**config.mk**
```make
export PLATFORM = sky130hd
export DESIGN_NAME = alu_sched_flat
export DESIGN_NICKNAME = d
export VERILOG_FILES = /design/src/rtl/alu_sched_pkg.sv /design/src/rtl/alu_sched_if.sv /design/src/rtl/alu_rr_arb2.sv /design/src/rtl/alu_sched.sv /design/src/flat_wrapper.sv
export SDC_FILE = /design/constraint.sdc
export NUM_CORES = 1
export LEC_CHECK = 0
export CAP_MARGIN = 20
export CORE_MARGIN = 5
export CORE_UTILIZATION = 35
export CTS_BUF_LIST = sky130_fd_sc_hd__clkbuf_4 sky130_fd_sc_hd__clkbuf_8
export CTS_CLUSTER_SIZE = 30
export DETAILED_ROUTE_END_ITERATION = 10
export PLACE_DENSITY = 0.72
export SLEW_MARGIN = 15
export SYNTH_ARGS = -nofsm -noshare
export SYNTH_HDL_FRONTEND = slang
export SYNTH_SLANG_ARGS = --single-unit
```
**constraint.sdc**
```tcl
create_clock -name clk -period 2 [get_ports clk]
set_clock_uncertainty 0.05 [all_clocks]
set_input_delay 0.4 -clock clk [delete_from_list [all_inputs] [get_ports clk]]
set_output_delay 0.4 -clock clk [all_outputs]
set_load 0.1 [all_outputs]
```
**src/rtl/alu_sched_pkg.sv**
```systemverilog
// Shared types and default sizing for the ALU scheduler.
package alu_sched_pkg;

  localparam int unsigned DEF_DATA_W  = 8;
  localparam int unsigned DEF_OP_W    = 4;
  localparam int unsigned DEF_RES_W   = 2 * DEF_DATA_W;
  localparam int unsigned DEF_TIMEOUT = 16;

  typedef enum logic [1:0] {
    IDLE  = 2'd0,
    ISSUE = 2'd1,
    WAIT  = 2'd2,
    RESP  = 2'd3
  } state_t;

  typedef struct packed {
    logic [DEF_OP_W-1:0]   op;
    logic [DEF_DATA_W-1:0] a;
    logic [DEF_DATA_W-1:0] b;
  } req_t;

endpackage

```
**src/rtl/alu_sched_if.sv**
```systemverilog
// Request, response and ALU handshake signals for the ALU scheduler.
interface alu_sched_if #(
  parameter int unsigned DATA_W = 8,
  parameter int unsigned OP_W   = 4,
  parameter int unsigned RES_W  = 16
);

  logic              req0_valid, req1_valid;
  logic              req0_ready, req1_ready;
  logic [OP_W-1:0]   req0_op, req1_op;
  logic [DATA_W-1:0] req0_a, req1_a;
  logic [DATA_W-1:0] req0_b, req1_b;

  logic              rsp0_valid, rsp1_valid;
  logic              rsp0_ready, rsp1_ready;
  logic [RES_W-1:0]  rsp0_result, rsp1_result;
  logic              rsp0_err, rsp1_err;

  logic              alu_start;
  logic [OP_W-1:0]   alu_op;
  logic [DATA_W-1:0] alu_a, alu_b;
  logic              alu_done;
  logic [RES_W-1:0]  alu_result;

  // Environment side: requesters plus the ALU under test.
  modport master (
    output req0_valid, req1_valid, req0_op, req1_op, req0_a, req1_a, req0_b, req1_b,
    output rsp0_ready, rsp1_ready, alu_done, alu_result,
    input  req0_ready, req1_ready, rsp0_valid, rsp1_valid,
    input  rsp0_result, rsp1_result, rsp0_err, rsp1_err,
    input  alu_start, alu_op, alu_a, alu_b
  );

  // Scheduler side.
  modport slave (
    input  req0_valid, req1_valid, req0_op, req1_op, req0_a, req1_a, req0_b, req1_b,
    input  rsp0_ready, rsp1_ready, alu_done, alu_result,
    output req0_ready, req1_ready, rsp0_valid, rsp1_valid,
    output rsp0_result, rsp1_result, rsp0_err, rsp1_err,
    output alu_start, alu_op, alu_a, alu_b
  );

endinterface

```
**src/rtl/alu_rr_arb2.sv**
```systemverilog
// Two-way round-robin winner select; the requester not served last wins a tie.
module alu_rr_arb2 (
  input  logic [1:0] valid,
  input  logic       rr_last,
  output logic       gnt_valid,
  output logic       gnt_id
);

  // Pick the sole requester, or alternate against rr_last on a tie.
  always_comb begin
    gnt_valid = |valid;
    gnt_id    = 1'b0;
    if (&valid) gnt_id = ~rr_last;
    else        gnt_id = valid[1];
  end

endmodule

```
**src/rtl/alu_sched.sv**
```systemverilog
// Shares one multicycle ALU between two requesters with round-robin grant,
// a start/done ALU handshake and a timeout-protected response channel.
module alu_sched
  import alu_sched_pkg::*;
#(
  parameter int unsigned DATA_W  = DEF_DATA_W,
  parameter int unsigned OP_W    = DEF_OP_W,
  parameter int unsigned RES_W   = DEF_RES_W,
  parameter int unsigned TIMEOUT = DEF_TIMEOUT
) (
  input  logic        clk,
  input  logic        rst_n,
  alu_sched_if.slave  bus,
  output logic        busy,
  output logic        grant_id
);

  localparam logic [7:0] TO_LAST = 8'(TIMEOUT - 1);

  state_t            state_q, state_d;
  logic              rr_last_q, grant_q, err_q;
  logic              gnt_valid, gnt_id, accept, rsp_take;
  logic [7:0]        cnt_q;
  logic [OP_W-1:0]   op_q;
  logic [DATA_W-1:0] a_q, b_q;
  logic [RES_W-1:0]  res_q;

  alu_rr_arb2 u_arb (
    .valid     ({bus.req1_valid, bus.req0_valid}),
    .rr_last   (rr_last_q),
    .gnt_valid (gnt_valid),
    .gnt_id    (gnt_id)
  );

  // Ready is combinational in IDLE; gating with rst_n keeps it low while in reset.
  assign accept   = rst_n && (state_q == IDLE) && gnt_valid;
  assign rsp_take = (state_q == RESP) && (grant_q ? bus.rsp1_ready : bus.rsp0_ready);

  assign busy       = (state_q != IDLE);
  assign grant_id   = grant_q;
  assign bus.alu_op = op_q;
  assign bus.alu_a  = a_q;
  assign bus.alu_b  = b_q;

  // State register.
  always_ff @(posedge clk or negedge rst_n) begin
    if (!rst_n) state_q <= IDLE;
    else        state_q <= state_d;
  end

  // Next-state logic; alu_done takes priority over the timeout.
  always_comb begin
    state_d = state_q;
    unique case (state_q)
      IDLE:    if (accept) state_d = ISSUE;
      ISSUE:   state_d = WAIT;
      WAIT:    if (bus.alu_done || (cnt_q == TO_LAST)) state_d = RESP;
      RESP:    if (rsp_take) state_d = IDLE;
      default: state_d = IDLE;
    endcase
  end

  // Handshake outputs decoded from the current state.
  always_comb begin
    bus.req0_ready  = accept && !gnt_id;
    bus.req1_ready  = accept && gnt_id;
    bus.alu_start   = (state_q == ISSUE);
    bus.rsp0_valid  = 1'b0;
    bus.rsp1_valid  = 1'b0;
    bus.rsp0_result = '0;
    bus.rsp1_result = '0;
    bus.rsp0_err    = 1'b0;
    bus.rsp1_err    = 1'b0;
    if (state_q == RESP) begin
      if (grant_q) begin
        bus.rsp1_valid  = 1'b1;
        bus.rsp1_result = res_q;
        bus.rsp1_err    = err_q;
      end else begin
        bus.rsp0_valid  = 1'b1;
        bus.rsp0_result = res_q;
        bus.rsp0_err    = err_q;
      end
    end
  end

  // Operand capture, timeout counter, result capture and round-robin history.
  always_ff @(posedge clk or negedge rst_n) begin
    if (!rst_n) begin
      op_q      <= '0;
      a_q       <= '0;
      b_q       <= '0;
      grant_q   <= 1'b0;
      cnt_q     <= '0;
      res_q     <= '0;
      err_q     <= 1'b0;
      rr_last_q <= 1'b1;
    end else begin
      if (accept) begin
        op_q    <= gnt_id ? bus.req1_op : bus.req0_op;
        a_q     <= gnt_id ? bus.req1_a  : bus.req0_a;
        b_q     <= gnt_id ? bus.req1_b  : bus.req0_b;
        grant_q <= gnt_id;
      end
      if (state_q == ISSUE) cnt_q <= '0;
      if (state_q == WAIT) begin
        if (bus.alu_done) begin
          res_q <= bus.alu_result;
          err_q <= 1'b0;
        end else if (cnt_q == TO_LAST) begin
          res_q <= '0;
          err_q <= 1'b1;
        end else begin
          cnt_q <= cnt_q + 8'd1;
        end
      end
      if (rsp_take) rr_last_q <= grant_q;
    end
  end

endmodule

```
**src/flat_wrapper.sv**
```systemverilog
// flat-port wrapper written by rule: the top's interface ports become plain ports
module alu_sched_flat import alu_sched_pkg::*;
#(
  parameter int unsigned DATA_W  = DEF_DATA_W,
  parameter int unsigned OP_W    = DEF_OP_W,
  parameter int unsigned RES_W   = DEF_RES_W,
  parameter int unsigned TIMEOUT = DEF_TIMEOUT
)
  (clk, rst_n, busy, grant_id, bus_req0_valid, bus_req1_valid, bus_req0_op, bus_req1_op, bus_req0_a, bus_req1_a, bus_req0_b, bus_req1_b, bus_rsp0_ready, bus_rsp1_ready, bus_alu_done, bus_alu_result, bus_req0_ready, bus_req1_ready, bus_rsp0_valid, bus_rsp1_valid, bus_rsp0_result, bus_rsp1_result, bus_rsp0_err, bus_rsp1_err, bus_alu_start, bus_alu_op, bus_alu_a, bus_alu_b);
  alu_sched_if #(.DATA_W(DATA_W), .OP_W(OP_W), .RES_W(RES_W)) bus_i ();
  input  logic clk;
  input  logic rst_n;
  output logic busy;
  output logic grant_id;
  input wire logic [$bits(bus_i.req0_valid)-1:0] bus_req0_valid;
  input wire logic [$bits(bus_i.req1_valid)-1:0] bus_req1_valid;
  input wire logic [$bits(bus_i.req0_op)-1:0] bus_req0_op;
  input wire logic [$bits(bus_i.req1_op)-1:0] bus_req1_op;
  input wire logic [$bits(bus_i.req0_a)-1:0] bus_req0_a;
  input wire logic [$bits(bus_i.req1_a)-1:0] bus_req1_a;
  input wire logic [$bits(bus_i.req0_b)-1:0] bus_req0_b;
  input wire logic [$bits(bus_i.req1_b)-1:0] bus_req1_b;
  input wire logic [$bits(bus_i.rsp0_ready)-1:0] bus_rsp0_ready;
  input wire logic [$bits(bus_i.rsp1_ready)-1:0] bus_rsp1_ready;
  input wire logic [$bits(bus_i.alu_done)-1:0] bus_alu_done;
  input wire logic [$bits(bus_i.alu_result)-1:0] bus_alu_result;
  output wire logic [$bits(bus_i.req0_ready)-1:0] bus_req0_ready;
  output wire logic [$bits(bus_i.req1_ready)-1:0] bus_req1_ready;
  output wire logic [$bits(bus_i.rsp0_valid)-1:0] bus_rsp0_valid;
  output wire logic [$bits(bus_i.rsp1_valid)-1:0] bus_rsp1_valid;
  output wire logic [$bits(bus_i.rsp0_result)-1:0] bus_rsp0_result;
  output wire logic [$bits(bus_i.rsp1_result)-1:0] bus_rsp1_result;
  output wire logic [$bits(bus_i.rsp0_err)-1:0] bus_rsp0_err;
  output wire logic [$bits(bus_i.rsp1_err)-1:0] bus_rsp1_err;
  output wire logic [$bits(bus_i.alu_start)-1:0] bus_alu_start;
  output wire logic [$bits(bus_i.alu_op)-1:0] bus_alu_op;
  output wire logic [$bits(bus_i.alu_a)-1:0] bus_alu_a;
  output wire logic [$bits(bus_i.alu_b)-1:0] bus_alu_b;
  assign bus_i.req0_valid = bus_req0_valid;
  assign bus_i.req1_valid = bus_req1_valid;
  assign bus_i.req0_op = bus_req0_op;
  assign bus_i.req1_op = bus_req1_op;
  assign bus_i.req0_a = bus_req0_a;
  assign bus_i.req1_a = bus_req1_a;
  assign bus_i.req0_b = bus_req0_b;
  assign bus_i.req1_b = bus_req1_b;
  assign bus_i.rsp0_ready = bus_rsp0_ready;
  assign bus_i.rsp1_ready = bus_rsp1_ready;
  assign bus_i.alu_done = bus_alu_done;
  assign bus_i.alu_result = bus_alu_result;
  assign bus_req0_ready = bus_i.req0_ready;
  assign bus_req1_ready = bus_i.req1_ready;
  assign bus_rsp0_valid = bus_i.rsp0_valid;
  assign bus_rsp1_valid = bus_i.rsp1_valid;
  assign bus_rsp0_result = bus_i.rsp0_result;
  assign bus_rsp1_result = bus_i.rsp1_result;
  assign bus_rsp0_err = bus_i.rsp0_err;
  assign bus_rsp1_err = bus_i.rsp1_err;
  assign bus_alu_start = bus_i.alu_start;
  assign bus_alu_op = bus_i.alu_op;
  assign bus_alu_a = bus_i.alu_a;
  assign bus_alu_b = bus_i.alu_b;
  alu_sched #(.DATA_W(DATA_W), .OP_W(OP_W), .RES_W(RES_W), .TIMEOUT(TIMEOUT)) u_core (.clk(clk), .rst_n(rst_n), .bus(bus_i), .busy(busy), .grant_id(grant_id));
endmodule
```
**Yosys cells after proc, flatten, opt, wreduce, memory -nomap -nowiden**

Cells that the tools add are included.

- $add $sub $neg: 1
- Equality and inequality tests: 7
- Mux-type cells: 29
- Bitwise operators: 1
- Reduce and logical (&&, ||, !) cells: 14

Operator list:

| operator | number |
|---|---|
| $mux 16 | 6 |
| $mux 8 | 6 |
| $mux 1 | 12 |
| $add 8x1->8 const B | 1 |
| $eq 8x4->1 const B | 1 |
| $pmux 2 s4 | 1 |
| $mux 2 | 3 |
| $ne 2x1->1 const B | 3 |
| $logic_and 1x1->1 | 5 |
| $eq 2x2->1 const B | 2 |
| $mux 4 | 1 |
| $reduce_and 2->1 | 2 |
| $reduce_bool 2->1 | 2 |
| $reduce_and 3->1 | 1 |
| $eq 2x1->1 const B | 1 |
| $logic_not 2->1 | 1 |
| $reduce_or 2->1 | 1 |
| $logic_not 1->1 | 1 |
| $logic_or 1x1->1 | 1 |
| $not 1->1 | 1 |

- Bits in registers: 49
- Input port bits: 63
- Output and inout port bits: 61
- Logic and storage cells: 61

**Longest topological paths before layout**

- Depth after elaboration: 5
- Gate-level depth with buffers: 7
- Gate-level depth less buffers: 6

**Cells and area by module**

A second synthesis with hierarchy kept.

- Cells, all modules: 247
- Area total of the unflattened synthesis: 2,493.6 sq um

By module, submodules not included:

| module | times used | cells an instance | area an instance (sq um) | seq. area each (sq um) |
|---|---|---|---|---|
| alu_sched | 1 | 245 | 2,479.9 | 1,227.4 |
| alu_rr_arb2 | 1 | 2 | 13.8 | 0.0 |

**Least setup slack after synthesis**

Ideal clock, no wire load.

- Path type: register to output
- Start point: register u_core.grant_q, in the netlist u_core.grant_id
- End point: output port bus_rsp0_result[10]
- Arrival time: 3,061 ps
- Data required time: 1,550 ps
- Slack: -1,511 ps
- Stages on the path, launching flop included: 4
- Path buffers: 1
- Cell sequence: dfrtp_1 nor2b_1 clkbuf_1 and2_1

- Cells in the longest elaborated chain, start to end: 2

Ends and longest elaborated chain:

| element | line | RTL |
|---|---|---|
| start, declared | alu_sched.sv:21 | `logic rr_last_q, grant_q, err_q;` |
| start signal, assigned | alu_sched.sv:103 | `grant_q <= gnt_id;` |
| $mux 16 | alu_sched.sv:75 | `if (grant_q) begin` |
| $mux 16 | alu_sched.sv:74 | `if (state_q == RESP) begin` |
| end, declared | flat_wrapper.sv:31 | `output wire logic [$bits(bus_i.rsp0_result)-1:0] bus_rsp0_result;` |

No other way between the ends.

**Final worst setup path**

- Start point: register u_core.state_q[1]
- End point: output port bus_rsp0_result[7]

- Cells in the longest elaborated chain, start to end: 2

Ends and longest elaborated chain:

| element | line | RTL |
|---|---|---|
| start, declared | alu_sched.sv:20 | `state_t state_q, state_d;` |
| start signal, assigned | alu_sched.sv:48 | `else state_q <= state_d;` |
| $eq 2x2->1 | alu_sched.sv:74 |  |
| $mux 16 | alu_sched.sv:74 |  |

No other way between the ends.

==> run metrics <==
sequential area share after synthesis=0.5177; actual slew at the worst max-slew pin=0.5062 ns; main combinational cell family by area after synthesis=compound AO/OA/AOI/OAI gates; clock group share of total power=0.073; worst setup path category=flop to output pin; final count of pins violating max slew=0; starting DRC count in detailed routing=between 150 and 200; warnings from Yosys=0; fraction of the mapped netlist area in simple logic gates=0.1536; Reg area=~1200 um2; post-synthesis share of cell area spent on xor and xnor gates=0.01108; Antenna Cells=0; unique cell type count in the Yosys netlist=38; critical path peak fanout=6; wire per inst=17.97 um; total setup violations reported at the end of the flow=26; maximum clock frequency=0.4714 GHz; least setup slack across all paths after layout=-0.1212 ns; final layout net count=434; buffer cell driving the clock tree root=sky130_fd_sc_hd__clkbuf_8; number of buffers created by CTS=5; first-pass iteration count of the detailed router=5; wirelength, routed=8014 um; dominant register cell in the synthesized netlist=sky130_fd_sc_hd__dfrtp_1; Post-Route Hold Slack=approximately 0.13 ns; kind of end point of the critical path=output pin; worst vdd rail ir drop=1150 uV; cell types occupying the most area after synthesis=sky130_fd_sc_hd__dfrtp_1 (51%), sky130_fd_sc_hd__a222oi_1 (8.4%), sky130_fd_sc_hd__a22o_1 (5.9%); Remaining DRCs=0; CP required=1.55 ns; Antenna Nets Post-Route=0; count leader, synth=sky130_fd_sc_hd__dfrtp_1; endpoints failing hold=0; Post-Synth Adder-Cell Area=0.03166; Layout area overhead=95.36%; TritonCTS clock tree=yes; failing checks=setup timing; Die Area=about 8500 um2; post-route setup TNS=-1.852 ns; vias in the first global route=about 2,400; startpoint types=flop; number of fill cells in the layout=474; mean post-synth cell area=approximately 11 um2; horizontal die dimension=92.31 um; chip height=between 90 and 100 um; post-synthesis mux area share=0.02375; initial cell density of the core=0.3549; Core Rows=30; deepest level of the CTS H-tree=2; power share of the sequential group=0.208; number of antenna violations at the first check in global routing=1; number of I/O pins=124; number of maximum-capacitance constraint violations=0; total via count in the routed design=2,346; area share of the largest cell type after synthesis=0.5066; ys async rst share=1.000; total power density per cell area=1770 nW/um2; largest net degree at the start of global routing=41; P_leak=2.124 nW; maximum clock path buffer count=2; Min-Delay Path Class=primary input to async pin; GRT Total Usage=0.1824; internal power of the cells=roughly 0.0038 W; count of flip-flops with a built-in enable after synthesis=0; switching power=about 0.0044 W; clock slew at reported path FFs=0.09 ns; global-route wire length before repair=12,330 um; Final min period=around 2.1 ns; ratio of cells with drive above 1 in the final layout=0.4290; global placer's final weighted congestion=~0.8; IO Port Bufs=approximately 120; Core Footprint=between 6000 and 7000 um2; run status=finished with violations; switching power share of the total=0.5397; Synth Instances=217; clock sinks=a little under 50; combined area of the multi-input logic cells=~1200 um2; leftover overflow at the end of global routing=0; number of cells in the design after placement=424; share of power burned in combinational logic=0.720; RSZ-0062 raised after global routing=yes; library cell occupying the most area in the post-synthesis netlist=sky130_fd_sc_hd__dfrtp_1; placed wire-length estimate=5612 um; flop and latch count out of synthesis=49; Synthesized Nets=286; Cell Area, Synth=~2400 um2; Total Power=0.008199 W; area fraction in compound gates after synthesis=0.1995; per-cell via count in the routed design=around 5.3; Skew-Pair Late Insertion Delay=0.30 ns; most common library cells after synthesis=sky130_fd_sc_hd__dfrtp_1 (48), sky130_fd_sc_hd__inv_1 (24), sky130_fd_sc_hd__a222oi_1 (20); ratio of final minimum period to clock period=1.061; Max-slew headroom=0.6625; arrival time at the worst endpoint=1.67 ns; fin cells=446
==> cells by family (layout without fill, tap and decap cells) <==
family,count (synthesis),count (layout)
compound gates,54,54
fa+ha+maj,6,6
flops,49,49
mux,5,5
buf+inv,39,188
xor+xnor,3,3
simple gates,61,61
==> worst max-delay path, cell delays in order (launching register included) <==
cell and delay [ns]:
sky130_fd_sc_hd__dfrtp_1 0.41, sky130_fd_sc_hd__ha_2 0.22, sky130_fd_sc_hd__nor2b_4 0.25, sky130_fd_sc_hd__clkbuf_16 0.18, sky130_fd_sc_hd__and2_4 0.15, sky130_fd_sc_hd__buf_12 0.16
==> power groups by stage <==
stage               Sequential, W  Clock, W  Combinational (W)
floorplan                 0.00308         0            0.00228
global placement          0.00166         0            0.00533
global route              0.00175  0.000652            0.00613
CTS                       0.00168  0.000615            0.00566
finish                    0.00170  0.000595            0.00590
detailed placement        0.00167         0            0.00541
==> cells in the final DEF (no fill, tap or decap), types with 4 or more instances in the layout <==
| master | count |
|---|---|
| sky130_fd_sc_hd__a22o_1 | 16 |
| sky130_fd_sc_hd__and2_4 | 18 |
| sky130_fd_sc_hd__nand3_1 | 4 |
| sky130_fd_sc_hd__buf_6 | 4 |
| sky130_fd_sc_hd__inv_1 | 22 |
| sky130_fd_sc_hd__dfrtp_1 | 47 |
| sky130_fd_sc_hd__buf_12 | 44 |
| sky130_fd_sc_hd__buf_4 | 42 |
| sky130_fd_sc_hd__nand2_1 | 4 |
| sky130_fd_sc_hd__a222oi_1 | 20 |
| sky130_fd_sc_hd__clkbuf_8 | 5 |
| sky130_fd_sc_hd__nor2_1 | 5 |
| sky130_fd_sc_hd__and3_4 | 18 |
| sky130_fd_sc_hd__clkdlybuf4s50_1 | 61 |
| sky130_fd_sc_hd__o21ai_0 | 4 |
==> timing repair <==
item,in CTS,in global routing
pin swaps,10,3
hold buffers,1,0
hold endpoints to repair,9,0
setup endpoints to repair,23,38
resized for setup,21,24
setup buffers,9,2
gates cloned,1,2
==> final timing paths <==
path	start	to	cells after the start	slack, ns
max in group asynchronous	rst_n	u_core.bus.alu_b[3]	3	0.99
hold reg to reg	u_core.bus.alu_b[6]	u_core.bus.alu_b[6]	2	0.47
hold / removal	rst_n	u_core.bus.alu_op[0]	2	0.13
min in group clk	u_core.bus.alu_b[6]	u_core.bus.alu_b[6]	2	0.47
setup reg to reg	u_core.state_q[0]	u_core.state_q[1]	8	0.10
setup / recovery	u_core.state_q[1]	bus_rsp0_result[7]	5	-0.12
==> stage by stage <==
| step | cell area [um2] | worst slack (ns) | utilization |
|---|---|---|---|
| 3_3_place_gp | 4218 | -0.05117 | 0.6313 |
| 5_1_grt | 4632 | -0.1749 | 0.6933 |
| 6_report | 4632 | -0.1212 | 0.6933 |
| 3_5_place_dp | 4218 | -0.07613 | 0.6313 |
| 2_1_floorplan | 2456 | 0.005499 | - |
| 4_1_cts | 4481 | -0.06229 | 0.6706 |
==> state kept, by name (all words and copies together), names as in the netlist <==
| signal | cells |
|---|---|
| u_core.bus.alu_a | 8 |
| u_core.res_q | 16 |
| u_core.bus.alu_op | 4 |
| u_core.rr_last_q | 1 |
| u_core.err_q | 1 |
| u_core.bus.alu_b | 8 |
| u_core.grant_id | 1 |
| u_core.cnt_q | 8 |
| u_core.state_q | 2 |
==> per-layer routing <==
metal	vias to the layer above	track usage	wire length, um
li1	1092	-	-
met5	-	0	20
met3	10	0.03737	466
met4	2	0.05569	114
met2	91	0.3202	4195
met1	1151	0.2245	3218
==> layout make-up <==
class / count / share of cell area
Sequential cell: 49 / 0.2658
Timing Repair Buffer: 156 / 0.4209
Inverter: 24 / 0.02053
Tap cell: 80 / 0.02161
Clock buffer: 6 / 0.01648
Multi-Input combinational cell: 129 / 0.2515
Clock inverter: 2 / 0.003241
(Power assumes the default switching activity.)
